===== config.mk =====
export PLATFORM = sky130hd
export DESIGN_NAME = uart_rx
export DESIGN_NICKNAME = d
export VERILOG_FILES = /design/src/rtl/uart_pkg.sv /design/src/rtl/sync2.sv /design/src/rtl/uart_rx.sv
export SDC_FILE = /design/constraint.sdc
export NUM_CORES = 1
export LEC_CHECK = 0
export CORE_ASPECT_RATIO = 1.25
export CORE_MARGIN = 2
export CORE_UTILIZATION = 35
export CTS_BUF_LIST = sky130_fd_sc_hd__clkbuf_4 sky130_fd_sc_hd__clkbuf_8
export DETAILED_ROUTE_END_ITERATION = 10
export PLACE_DENSITY = 0.51
export SETUP_SLACK_MARGIN = 0.3
export SLEW_MARGIN = 20
export SYNTH_ARGS = -nofsm -noshare
export SYNTH_HDL_FRONTEND = slang
export SYNTH_HIERARCHICAL = 1
export SYNTH_SLANG_ARGS = --single-unit

===== constraint.sdc =====
create_clock -name clk -period 2.4 [get_ports clk]
set_clock_uncertainty 0.1 [all_clocks]
set_input_delay 0.24 -clock clk [delete_from_list [all_inputs] [get_ports clk]]
set_output_delay 0.24 -clock clk [all_outputs]
set_load 0.02 [all_outputs]

===== src/rtl/uart_pkg.sv =====
// Shared UART definitions: FSM encoding, frame constants and baud divider helper.
package uart_pkg;

  typedef enum logic [1:0] {
    IDLE  = 2'd0,
    START = 2'd1,
    DATA  = 2'd2,
    STOP  = 2'd3
  } uart_state_e;

  localparam int DATA_BITS   = 8;
  localparam int SYNC_STAGES = 2;

  function automatic int calc_div(input int clk_hz, input int baud);
    return clk_hz / baud;
  endfunction

endpackage


===== src/rtl/sync2.sv =====
// Generic multi-flop synchronizer for asynchronous single-bit inputs.
module sync2
  import uart_pkg::*;
#(
  parameter logic INIT = 1'b1
) (
  input  logic clk,
  input  logic rst_n,
  input  logic d,
  output logic q
);

  logic [SYNC_STAGES-1:0] ff;

  always_ff @(posedge clk or negedge rst_n) begin
    if (!rst_n) ff <= {SYNC_STAGES{INIT}};
    else        ff <= {ff[SYNC_STAGES-2:0], d};
  end

  assign q = ff[SYNC_STAGES-1];

endmodule


===== src/rtl/uart_rx.sv =====
// 8N1 UART receiver with mid-bit sampling and a 1-deep valid/ready holding register.
module uart_rx
  import uart_pkg::*;
#(
  parameter int CLK_HZ = 12000000,
  parameter int BAUD   = 115200
) (
  input  logic                 clk,
  input  logic                 rst_n,
  input  logic                 rx,
  output logic [DATA_BITS-1:0] data,
  output logic                 valid,
  input  logic                 ready,
  output logic                 frame_err,
  output logic                 overrun,
  output logic                 busy
);

  localparam int DIV = calc_div(CLK_HZ, BAUD);
  localparam int CW  = $clog2(DIV);
  localparam int IW  = $clog2(DATA_BITS);
  localparam logic [CW-1:0] HALF_M1 = CW'(DIV/2 - 1);
  localparam logic [CW-1:0] FULL_M1 = CW'(DIV - 1);
  localparam logic [IW-1:0] LAST_IDX = IW'(DATA_BITS - 1);

  if (DIV < 4) begin : g_div_chk
    $error("uart_rx: CLK_HZ/BAUD must be >= 4");
  end

  logic                 rx_s;
  uart_state_e          state, state_n;
  logic [CW-1:0]        cnt, cnt_n;
  logic [IW-1:0]        bit_idx, idx_n;
  logic [DATA_BITS-1:0] shift, shift_n;
  logic                 brk, brk_n;
  logic                 done_q, done_n, ferr_n;

  sync2 #(.INIT(1'b1)) u_sync (
    .clk  (clk),
    .rst_n(rst_n),
    .d    (rx),
    .q    (rx_s)
  );

  always_comb begin
    state_n = state;
    cnt_n   = cnt;
    idx_n   = bit_idx;
    shift_n = shift;
    brk_n   = brk;
    done_n  = 1'b0;
    ferr_n  = 1'b0;
    case (state)
      IDLE: begin
        // after a framing error the line must return high before re-arming
        if (brk) begin
          if (rx_s) brk_n = 1'b0;
        end else if (!rx_s) begin
          cnt_n   = HALF_M1;
          state_n = START;
        end
      end
      START: begin
        if (cnt == '0) begin
          if (rx_s) state_n = IDLE;
          else begin
            cnt_n   = FULL_M1;
            idx_n   = '0;
            state_n = DATA;
          end
        end else cnt_n = cnt - 1'b1;
      end
      DATA: begin
        if (cnt == '0) begin
          shift_n = {rx_s, shift[DATA_BITS-1:1]};
          cnt_n   = FULL_M1;
          if (bit_idx == LAST_IDX) state_n = STOP;
          else                     idx_n   = bit_idx + 1'b1;
        end else cnt_n = cnt - 1'b1;
      end
      STOP: begin
        // leave at mid-stop so a start bit right after it is not missed
        if (cnt == '0) begin
          state_n = IDLE;
          if (rx_s) done_n = 1'b1;
          else begin
            ferr_n = 1'b1;
            brk_n  = 1'b1;
          end
        end else cnt_n = cnt - 1'b1;
      end
      default: state_n = IDLE;
    endcase
  end

  always_ff @(posedge clk or negedge rst_n) begin
    if (!rst_n) begin
      state     <= IDLE;
      cnt       <= '0;
      bit_idx   <= '0;
      shift     <= '0;
      brk       <= 1'b0;
      done_q    <= 1'b0;
      frame_err <= 1'b0;
    end else begin
      state     <= state_n;
      cnt       <= cnt_n;
      bit_idx   <= idx_n;
      shift     <= shift_n;
      brk       <= brk_n;
      done_q    <= done_n;
      frame_err <= ferr_n;
    end
  end

  // holding register: a completed byte replaces the old one only if it is being drained
  always_ff @(posedge clk or negedge rst_n) begin
    if (!rst_n) begin
      data    <= '0;
      valid   <= 1'b0;
      overrun <= 1'b0;
    end else begin
      overrun <= 1'b0;
      if (done_q) begin
        if (!valid || ready) begin
          data  <= shift;
          valid <= 1'b1;
        end else overrun <= 1'b1;
      end else if (valid && ready) valid <= 1'b0;
    end
  end

  assign busy = (state != IDLE);

endmodule


; ---- Word-level counts from Yosys, hierarchy flattened
; Cells that the tools add are included.
; W data, S select, Z words.
[totals]
inputBits = 4
elab_cells = 80
output_inout_bits = 12
ff_bits = 35
[op_classes]
n_addsub = 2
mux = 35
reduce_logical = 16
n_eq_ne = 16
[ops]
columns = op, count
row1 = $mux W7, 6
row2 = $pmux W7 S4, 1
row3 = $ne A2 B2 Y1 const B, 10
row4 = $mux W1, 14
row5 = $mux W2, 7
row6 = $mux W3, 4
row7 = $pmux W2 S4, 1
row8 = $reduce_bool A2 Y1, 4
row9 = $logic_not A7 Y1, 1
row10 = $sub A7 B1 Y7 const B, 1
row11 = $pmux W3 S2, 1
row12 = $reduce_and A2 Y1, 3
row13 = $reduce_and A6 Y1, 1
row14 = $reduce_and A5 Y1, 1
row15 = $eq A2 B2 Y1 const B, 2
row16 = $reduce_and A4 Y1, 1
row17 = $add A3 B1 Y3 const B, 1
row18 = $eq A3 B3 Y1 const B, 1
row19 = $ne A3 B3 Y1 const B, 1
row20 = $reduce_and A3 Y1, 1
row21 = $eq A2 B1 Y1 const B, 1
row22 = $logic_not A2 Y1, 1
row23 = $ne A2 B1 Y1 const B, 1
row24 = $pmux W1 S2, 1
row25 = other kinds (3), 3

; ---- Depth between registers and ports, before layout
[logic_depth]
depth_word = 4
mapped_depth = 6
ltp_nobuf = 6

; ---- By module
; The synthesis kept the hierarchy.
[by_module_without_submodules]
columns = mod, cells_per_inst, n_inst, area_per_inst_um2
row1 = uart_rx, 146, 1, 1634.1
row2 = sync2, 2, 1, 52.6

; ---- Worst setup path after synthesis
; OpenSTA, ideal clock, no wires.
[synth_timing]
kind = reg-to-reg
startpoint = reg cnt[0]
endpoint = reg shift[0]
t_arrival_ps = 1724
path_buffers = 0
period_less_slack_ps = 1948
stages_incl_launch_ff = 7
setup_slack_ps = 452
setup_ps = 125
cell_sequence = dfrtp_1 inv_1 ha_1 or3b_1 nor2_1 nand2_2 mux2_2
[synth_between]
elab_chain_cells = 2
[synth_rtl]
columns = item, line_no
row1 = from (decl), uart_rx.sv:32  ; logic [CW-1:0] cnt, cnt_n;
row2 = from (signal assigned), uart_rx.sv:107  ; cnt <= cnt_n;
row3 = $logic_not A7 Y1, uart_rx.sv:74  ; if (cnt == '0) begin
row4 = $reduce_and A2 Y1 (no line), --
row5 = to (signal assigned), uart_rx.sv:109  ; shift <= shift_n;
row6 = to (decl), uart_rx.sv:34  ; logic [DATA_BITS-1:0] shift, shift_n;
; No other way between the ends.
; A chain may end at the register's enable or synchronous reset.

; ---- Worst setup path after layout
[layout_timing]
startpoint = reg cnt[0]
endpoint = reg shift[6]
; The elaborated chain is that of the path after synthesis.

==> impl_metrics.yaml <==
drt:
  first_pass_iters: 4
  drt-initial-drc-count: 90
  viasPerCell: 5.27
  drc: 0
  finalWirelength_um: 3330
  vias: 1222
  ant_nets: 0
  wire_per_inst_um: 14.4
worst_setup_path:
  arrival_ns: 2.07
  critPathKind: "register to register"
  crit_buf_inv: 1
  critPathTopFamily: "simple AND/OR/NAND/NOR gates"
  cp-start-kind: "register"
  critPathLaunch: "cnt[0]"
  cp-endpoint: "shift[6]"
  critical_path.endpoint_type: "register"
  path_cells: "inv_2 > ha_2 > or3b_4 > nor2_2 > nand2_4 > mux2_2"
  path_depth: 6
  r2r_setup_slack_ns: 0.40
  r2r-start: "cnt[0]"
  max_stage_delay_ns: 0.43
  critPathMaxFanout: 8
  r2r_cells: 6
  required_ns: 2.47
  reg2reg_to: "shift[6]"
  cpMaxStageDelayCell: "dfrtp_1"
clocking:
  cts_tree: "done"
  cts.root.buffer_cell: "clkbuf_8"
  cts.sinks: 35
  htreeDepth: 2
  clk_pin_slew_worst_paths_ns: 0.07
  clock_latency_ns: 0.28
  cts_inserted_buffers: 5
  cts_buffer_depth: 2
die:
  core-area_sq_mm: 0.00469
  top_level_ports: 16
  die_height_um: 81.6
  die-area_sq_mm: 0.00539
  start_util_pct: 35.9
  row_count: 28
  fp.dieW_um: 66.1
synth:
  yosys.area.top_type: "dfrtp_1"
  synthCells: 148
  ys_top_cells_by_count: "33 x dfrtp_1, 17 x mux2_2, 11 x nor2_1"
  synth_top_area_share_pct: 49.0
  synth_cell_types: 38
  async_reset_ff_share_pct: 100
  ys_seq_area_share_pct: 52.1
  ys_ff_latch: 35
  yosysWarnings: 6
  ys.flop_type: "dfrtp_1"
  synth-edff-count: 0
  synth_area_sq_mm: 0.00169
  syn_nets: 161
  post-synth-top-count-cell: "dfrtp_1"
  synth.area.top_cells: "dfrtp_1 49%, mux2_2 11%, ha_1 6.7%, dfstp_2 3.1%, o21ai_0 3.0%"
  avgSynthCellArea_sq_um: 11.4
timing:
  tns_ns: 0
  fmax_mhz: 501
  min_period_ns: 2.00
  drv_slew: 0
  setup_viol: 0
  max_slew_margin_pct: 63.7
  post-route-period-util_pct: 83.2
  tightest_slew_ns: 0.538
  hold_violations: 0
  rsz0062_at_grt: "no"
global_route:
  grt_pass1_vias: 1244
  grt_pass1_wl_um: 5840
  groute.usage.overall_pct: 14.3
  antenna_found_initial: 0
  grt_max_degree: 36
  grt_overflow: 0
outcome:
  outcome: "finished, final reports clean"
job:
  maxCapViolCount: 0
layout:
  design_area_sq_mm: 0.00207
  areaGrowthSynthToFinish_pct: 22.8
  final_cells: 232
  drive_above_1_share_pct: 23.3
  n_antenna_cell: 0
  fin_nets: 184
place:
  io_buffers: 15
  place_inst: 223
  hpwl_um: 2420
  placed_area_sq_mm: 0.00192
  gp_congestion: 0.813
power_and_ir_drop:
  power_density_mw_per_mm2: 551
  vdd_ir_drop_max_mv: 0.251
  cellLeakagePower_nw: 1.00
min_path:
  hold_class: "primary input to asynchronous set/reset pin"
==> area by class of cell <==
cell class	count	area, sq um
clock buffer	5	68.8
clock inverter	3	43.8
fill	454	2620
inverter	8	30.0
multi-input combinational	103	788
sequential	35	878
tap	60	75.1
timing repair buffer	18	188
==> per-stage QoR <==
| step | total power [mW] | setup slack (ns) | hold slack (ns) | util (%) |
|---|---|---|---|---|
| detailed placement | 0.626 | 0.198 | 0.249 | 40.9 |
| global placement | 0.625 | 0.265 | 0.249 | 40.9 |
| CTS | 1.16 | 0.306 | 0.251 | 43.8 |
| finish | 1.14 | 0.403 | 0.256 | 44.1 |
| floorplan | 0.607 | 0.452 | -0.156 | - |
| global route | 1.19 | 0.301 | 0.261 | 44.1 |
==> report_power, final <==
part / switching, mW / internal, mW / total (mW)
clock network: 0.219 / 0.309 / 0.528
logic: 0.0124 / 0.00603 / 0.0184
registers: 0.00209 / 0.593 / 0.595
==> worst min-delay path by stage <==
stage            startpoint                          to  slack, ns  cells after the start
2_1_floorplan         rst_n  asynchronous set/reset pin      -0.16                      0
3_3_place_gp   u_sync/ff[0]                u_sync/ff[1]       0.25                      0
3_5_place_dp   u_sync/ff[0]                u_sync/ff[1]       0.25                      0
4_1_cts                  rx                u_sync/ff[0]       0.25                      1
5_1_grt                  rx                u_sync/ff[0]       0.26                      1
6_report              rst_n                    shift[0]       0.26                      2
==> flip-flops by register name, indices dropped and copies added, names as in the netlist, named ones only <==
| name | flops |
|---|---|
| valid | 1 |
| u_sync/ff | 2 |
| frame_err | 1 |
| brk | 1 |
| data | 8 |
| state | 1 |
| cnt | 7 |
| done_q | 1 |
| shift | 8 |
| bit_idx | 3 |
| overrun | 1 |
==> cell families (layout without fill, tap and decap cells) <==
group,count (synthesis),count (layout),share of synthesized area [%]
and+or+nand+nor,42,42,13.3
DFF,35,35,52.1
buffers and inverters,10,34,2.23
muxes,17,17,11.3
AOI/OAI and AO/OA,35,35,14.4
adders and majority gates,9,9,6.68
==> placed cells by master (no fill, tap or decap), types with 2 or more instances in the layout <==
master and n:
dfrtp_1 33, nand2b_1 2, a21oi_1 9, buf_4 2, nor2_1 10, nor3_1 5
and3_1 3, inv_1 7, clkbuf_8 5, dfstp_2 2, ha_1 8, mux2_2 17
a22o_1 2, nand2_1 7, o21ai_0 10, a211o_1 2, nor4_1 3, clkdlybuf4s50_1 14
nand3_1 2
==> routing by layer <==
layer  part of all wire (%)  vias up  global-route usage [%]  routed length (um)
li1                       -      582                       -                   -
met1                     43      616                    16.5                1440
met2                     51       19                    25.0                1710
met3                    3.6        5                    3.56                 119
met4                    1.7        0                    5.92                  56
met5                      0        -                       0                   0
==> what timing repair did <==
item / 4_1_cts / 5_1_grt
endpoints found under the setup margin: 13 / 18
cloned: 0 / 0
resized for setup: 2 / 5
buffers inserted: 1 / 0
hold buffers: 0 / 0
pin swaps: 1 / 1
No activity file was read; power rests on OpenSTA's default activity.
